**config.mk**
```make
export PLATFORM = sky130hd
export DESIGN_NAME = keypad_matrix_emulator
export DESIGN_NICKNAME = d
export VERILOG_FILES = /design/src/rtl/keypad_emu_pkg.sv /design/src/rtl/keypad_matrix_emulator_lfsr8.sv /design/src/rtl/keypad_matrix_emulator.sv
export SDC_FILE = /design/constraint.sdc
export NUM_CORES = 1
export LEC_CHECK = 0
export ABC_AREA = 1
export CORE_AREA = 2 2 39 41
export DETAILED_ROUTE_END_ITERATION = 8
export DIE_AREA = 0 0 41 43
export PLACE_DENSITY_LB_ADDON = 0.08
export SLEW_MARGIN = 30
export SYNTH_ARGS = -nofsm -noshare
export SYNTH_HDL_FRONTEND = slang
export SYNTH_SLANG_ARGS = --single-unit
```
**constraint.sdc**
```tcl
create_clock -name clk -period 1 [get_ports clk]
set_input_delay 0.1 -clock clk [delete_from_list [all_inputs] [get_ports clk]]
set_output_delay 0.1 -clock clk [all_outputs]
set_load 0.05 [all_outputs]
```
**src/rtl/keypad_emu_pkg.sv**
```systemverilog
// Shared types and helpers for the 4x4 keypad matrix emulator.
package keypad_emu_pkg;

    typedef enum logic [1:0] {
        IDLE           = 2'd0,
        BOUNCE_PRESS   = 2'd1,
        HELD           = 2'd2,
        BOUNCE_RELEASE = 2'd3
    } state_t;

    // Fibonacci taps for x^8+x^6+x^5+x^4+1 on a left-shifting register (bits 7,5,4,3).
    localparam logic [7:0] LFSR_TAPS = 8'b1011_1000;

    localparam logic [3:0] COLS_IDLE = 4'b1111;

    function automatic logic [1:0] key_row(input logic [3:0] key_code);
        return key_code[3:2];
    endfunction

    function automatic logic [1:0] key_col(input logic [3:0] key_code);
        return key_code[1:0];
    endfunction

endpackage

```
**src/rtl/keypad_matrix_emulator_lfsr8.sv**
```systemverilog
// Free-running 8-bit Fibonacci LFSR; provides the contact-bounce noise source.
module lfsr8
    import keypad_emu_pkg::*;
(
    input  logic       clk,
    input  logic       reset,
    input  logic [7:0] seed,
    output logic [7:0] q
);

    // NOTE: sequential state is assigned with <= so every register samples pre-edge values.
    always_ff @(posedge clk or posedge reset) begin
        if (reset) q <= seed;
        else       q <= {q[6:0], ^(q & LFSR_TAPS)};
    end

endmodule

```
**src/rtl/keypad_matrix_emulator.sv**
```systemverilog
// Responder-side 4x4 keypad model: drives active-low columns for the scanned row.
// Contact bounce is built only when KEYPAD_EMU_BOUNCE_EN is defined.
module keypad_matrix_emulator
    import keypad_emu_pkg::*;
#(
    parameter int         BOUNCE_CYCLES = 64,
    parameter int         TOGGLE_DIV    = 4,
    parameter logic [7:0] LFSR_SEED     = 8'hA5
) (
    input  logic       clk,
    input  logic       reset,
    input  logic [1:0] current_row,
    input  logic [3:0] key_code,
    input  logic       press_req,
    input  logic       release_req,
    output logic [3:0] cols,
    output logic       busy,
    output logic       done
);

    state_t     state;
    logic       contact;
    logic [1:0] row_q;
    logic [1:0] col_q;

`ifdef KEYPAD_EMU_BOUNCE_EN
    localparam int              CNT_W    = $clog2(BOUNCE_CYCLES + 1);
    localparam logic [CNT_W-1:0] CNT_LAST = CNT_W'(BOUNCE_CYCLES - 1);

    logic [CNT_W-1:0] cnt;
    logic [7:0]       lfsr_q;
    logic             sample_now;

    lfsr8 u_lfsr (
        .clk   (clk),
        .reset (reset),
        .seed  (LFSR_SEED),
        .q     (lfsr_q)
    );

    assign sample_now = (int'(cnt) % TOGGLE_DIV) == 0;

    always_ff @(posedge clk or posedge reset) begin
        if (reset) begin
            state   <= IDLE;
            contact <= 1'b0;
            row_q   <= '0;
            col_q   <= '0;
            cnt     <= '0;
            done    <= 1'b0;
        end else begin
            done <= 1'b0;
            case (state)
                IDLE: begin
                    contact <= 1'b0;
                    if (press_req) begin
                        row_q <= key_row(key_code);
                        col_q <= key_col(key_code);
                        cnt   <= '0;
                        state <= BOUNCE_PRESS;
                    end
                end
                BOUNCE_PRESS, BOUNCE_RELEASE: begin
                    // The window closes on its last count, so cnt never passes CNT_LAST.
                    if (cnt == CNT_LAST) begin
                        contact <= (state == BOUNCE_PRESS);
                        state   <= (state == BOUNCE_PRESS) ? HELD : IDLE;
                        done    <= 1'b1;
                    end else begin
                        cnt <= cnt + 1'b1;
                        if (sample_now) contact <= lfsr_q[0];
                    end
                end
                HELD: begin
                    contact <= 1'b1;
                    if (release_req) begin
                        cnt   <= '0;
                        state <= BOUNCE_RELEASE;
                    end
                end
                default: state <= IDLE;
            endcase
        end
    end
`else
    always_ff @(posedge clk or posedge reset) begin
        if (reset) begin
            state   <= IDLE;
            contact <= 1'b0;
            row_q   <= '0;
            col_q   <= '0;
            done    <= 1'b0;
        end else begin
            done <= 1'b0;
            case (state)
                IDLE: begin
                    if (press_req) begin
                        row_q   <= key_row(key_code);
                        col_q   <= key_col(key_code);
                        contact <= 1'b1;
                        state   <= HELD;
                        done    <= 1'b1;
                    end else begin
                        contact <= 1'b0;
                    end
                end
                HELD: begin
                    if (release_req) begin
                        contact <= 1'b0;
                        state   <= IDLE;
                        done    <= 1'b1;
                    end else begin
                        contact <= 1'b1;
                    end
                end
                default: state <= IDLE;
            endcase
        end
    end
`endif

    // NOTE: contact is async-cleared, so reset releases the columns without waiting for a clock.
    assign cols = (contact && (current_row == row_q)) ? ~(4'b0001 << col_q) : COLS_IDLE;
    assign busy = (state != IDLE);

endmodule

```
; Word-level counts from Yosys, hierarchy flattened
; Cells that the tools add are included.
[op_classes]
n_mux = 9
reduce_logical = 6
n_bitwise = 1
n_shift = 1
eq_ne = 4
[ops]
columns = op, count
row1 = $mux W2, 2
row2 = $mux W4, 1
row3 = $ne A2 B2 Y1 const B, 2
row4 = $not A4 Y4, 1
row5 = $pmux W1 S2, 2
row6 = $pmux W2 S2, 1
row7 = $reduce_and A2 Y1, 2
row8 = $reduce_bool A2 Y1, 2
row9 = $shl A1 B2 Y4 const A, 1
row10 = $mux W1, 3
row11 = $eq A2 B2 Y1, 1
row12 = $eq A2 B2 Y1 const B, 1
row13 = $logic_not A2 Y1, 1
row14 = $logic_and A1 B1 Y1, 1
[word_totals]
register_bits = 8
word_cells = 26

; Logic depth before layout (Yosys ltp)
; Gate-level depths: netlist of the first run.
[logic_depth]
word_depth = 3
depth_mapped = 5
ltp_nobuf = 5

; Worst setup path before layout of the first run
; Ideal clock, no wire load.
[synth_timing]
path_type = register to output
startpoint = register row_q[0]
endpoint = output port cols[0]
path_stages_with_launch = 3
path_slack_ns = -0.177
t_arrival_ns = 1.077
path_buffers = 0
path_cell_list = dfrtp_1 -> xnor2_1 -> nand3_1
[synth_between]
elab_chain_len = 3
[synth_rtl]
columns = element, line_no
row1 = start: declaration, keypad_matrix_emulator.sv:23  ; logic [1:0] row_q;
row2 = start signal: assignment, keypad_matrix_emulator.sv:98  ; row_q <= key_row(key_code);
row3 = $eq A2 B2 Y1, keypad_matrix_emulator.sv:123  ; assign cols = (contact && (current_row == row_q)) ? ~(4'b0001 << col_q) : COLS_IDLE;
row4 = $logic_and A1 B1 Y1, keypad_matrix_emulator.sv:123
row5 = $mux W4, keypad_matrix_emulator.sv:123
row6 = end: declaration, keypad_matrix_emulator.sv:16  ; output logic [3:0] cols,
; No other way between the ends.

; Final worst setup path of the first run
[layout_timing]
startpoint = register row_q[0]
endpoint = output port cols[1]
; Same word-level chain as after synthesis.

==> results.toml, run 1 <==
[synth]
mappedNetlistArea_sq_um = 323
yosysTopAreaCell = "dfrtp_1"
ys_warn_count = 0
synth_area_leaders = "dfrtp_1 (54%), nand2_1 (10%), nand3_1 (9.3%), nor2_1 (8.1%), inv_1 (5.8%)"
synth.ff_latch_count = 7
ys_seq_area_share_pct = 54.3
syn_avg_cell_area_sq_um = 7.87
synth.top_cell.area_share_pct = 54.3
synth_nets = 51
synth_cells = 41
ys_types = 10

[setup_path]
rrSetupSlack_ps = 110
start_kind = "register"
arrival_ps = 1250
worstPathRequired_ps = 900
cpMaxStageDelayCell = "dfrtp_1"
cp_max_fo = 4
crit_chain = "xnor2_4 > buf_12 > nand3_4 > buf_8"
critPathKind = "reg2out"
r2r_cells = 4
rr_endpoint = "col_q[0]$_DFFE_PP0P_"
r2r_start = "state[1]$_DFFE_PP0P_"
critPathCaptureType = "primary output"
cpPeakStageDelay_ps = 430

[grt]
grt_antenna_before_repair = 0
grt_max_degree = 10
overflow = 0
grt_pass1_wl_um = 1230
grt_usage_pct = 11.0
grt_pass1_vias = 330

[run_status]
violations = "setup timing"
status = "finished, violations left"

[place]
post-place-ws_ps = -339
dp_hpwl_um = 594
numPlacedInstances = 75
place.gp.congestion = 0.636
place_area_sq_um = 603
portBuffers = 15

[sta]
fin_setup_tns_ps = -1380
fin_crit_sh_pct = 135
hold_viol = 0
timing.hold.ws_ps = 77.7
clock_skew_ps = 1.71
rsz0062_at_grt = "yes"
period_minus_slack_ps = 1350
slew_viol_final = 0
fmax_mhz = 741
worst_slack_ps = -349
tightest_slew_ps = 265
setup_viol = 4
relSlewSlack_pct = 82.3

[route]
vias_per_cell = 4.02
dr_wl_met2_um = 338
ant_nets = 0
dr.pass1.iters = 2
topRoutingLayerUsed = "met4"
wl_per_cell_um = 8.96
wirelength_um = 726
vias = 326
dr_wl_met3_um = 38
met1Wirelength_um = 340
drc_errors = 0
drtIter0Drc = 9

[die]
initial_utilization_pct = 23.3
die_w_um = 41
io_pins = 16
core-area_sq_um = 1380
die_area_sq_um = 1760
rows = 14
die_height_um = 43

[cells_and_area]
layout.nets = 76
instances_no_fill = 81
area_delta_synth_final_pct = 110
layout-drive-gt1-share_pct = 36.9
antenna_cells = 0
postLayoutCoreUtil_pct = 49.0
final_area_sq_um = 678

[power]
peakVddDrop_uv = 786
leakage_nw = 0.305
power_density_nw_per_um2 = 1680
p_total_mw = 1.14

[clock_network]
clkLatencyLatePin_ps = 250
clockRootBuffer = "clkbuf_4"
cts_tree = "yes"
path_clk_slew_ps = 50
clockBufferDepth = 2
cts_buffers = 3
cts_htree_levels = 1
hold_buffers = 0
clock_sinks = 7

[hold_path]
min_path_type = "in2async"

[flow_run]
maxCapViolCount = 0
-- power breakdown --
part,leakage [nW],internal [mW],switching (mW)
combinational,0.209,0.243,0.258
sequential,0.0814,0.336,0.0515
clock,0.0150,0.152,0.0999
-- metal layers --
| metal | global-route usage, % | vias to the layer above |
|---|---|---|
| li1 | - | 177 |
| met1 | 13.8 | 138 |
| met2 | 14.4 | 9 |
| met3 | 3.14 | 2 |
| met4 | 10.0 | 0 |
| met5 | 0 | - |
-- worst max-delay path by stage --
stage	start	end	slack [ps]	cells after the start
final	row_q[0]$_DFFE_PP0P_	cols[1]	-350	4
after global routing	row_q[1]$_DFFE_PP0P_	cols[0]	-420	5
after CTS	row_q[1]$_DFFE_PP0P_	cols[1]	-400	5
after detailed placement	current_row[0]	cols[0]	-340	4
after global placement	current_row[0]	cols[2]	-330	4
after floorplan	row_q[0]$_DFFE_PP0P_	cols[0]	-30	2
-- final cells by class --
type                            instances  area, sq um
Clock buffer                            4         26.3
Fill cell                             149          706
Timing Repair Buffer                   20          229
Tap cell                               16         20.0
Sequential cell                         7          176
Multi-Input combinational cell         28          204
Inverter                                6         22.5
-- cells in the final DEF, fill, tap and decap left out --
cell type,instances
inv_2,1
clkbuf_4,3
dfrtp_2,1
clkbuf_1,1
a21oi_1,2
buf_8,1
nor2_1,6
nand3_1,2
xnor2_4,1
buf_12,3
nand2_1,8
inv_1,5
o21ai_0,2
buf_4,4
nand2_2,2
buf_6,3
clkdlybuf4s50_1,9
nand3_4,4
nor2_4,1
dfrtp_1,6
-- critical path: cells and delay by family (launching register included) --
kind          cells  cell delay (ps)
flops             1              430
buf+inv           2              300
xor+xnor          1              200
simple gates      1               70
-- cells in the mapped netlist --
master,number
inv_1,5
o21ai_0,2
nand2_2,1
dfrtp_1,7
nor2_1,7
xnor2_1,1
nand2_1,9
inv_2,1
a21oi_1,2
nand3_1,6
-- registers in the layout, indices dropped and copies added (netlist names) --
name / count
col_q: 2
row_q: 2
contact: 1
done: 1
state: 1
-- repair_timing --
action                     CTS  global route
setup endpoints to repair    4             4
resized for setup            6             0
buffers inserted             1             1
pin swaps                    3             3
-- kinds of logic (layout without fill, tap and decap cells) --
group	count (synthesis)	after routing	share of synthesized area, %
compound gates	4	4	6.20
simple gates	23	23	29.8
xor+xnor	1	1	2.71
flops	7	7	54.3
buf+inv	6	30	6.98
(Power assumes the default switching activity.)
==> run 2, diff against run 1 <==
- GPL_ROUTABILITY_DRIVEN: default -> 0
- SYNTH_HIERARCHICAL: default -> 1
==> results of run 2 <==
No change in the layout: final DEF, timing and power equal those of run 1.
Among the figures that moved: Yosys warning count 0 -> 6
==> run 3, diff against run 2 <==
- SYNTH_HIERARCHICAL: 1 -> default
==> results of run 3 <==
No change in the layout: final DEF, timing and power equal those of run 1.
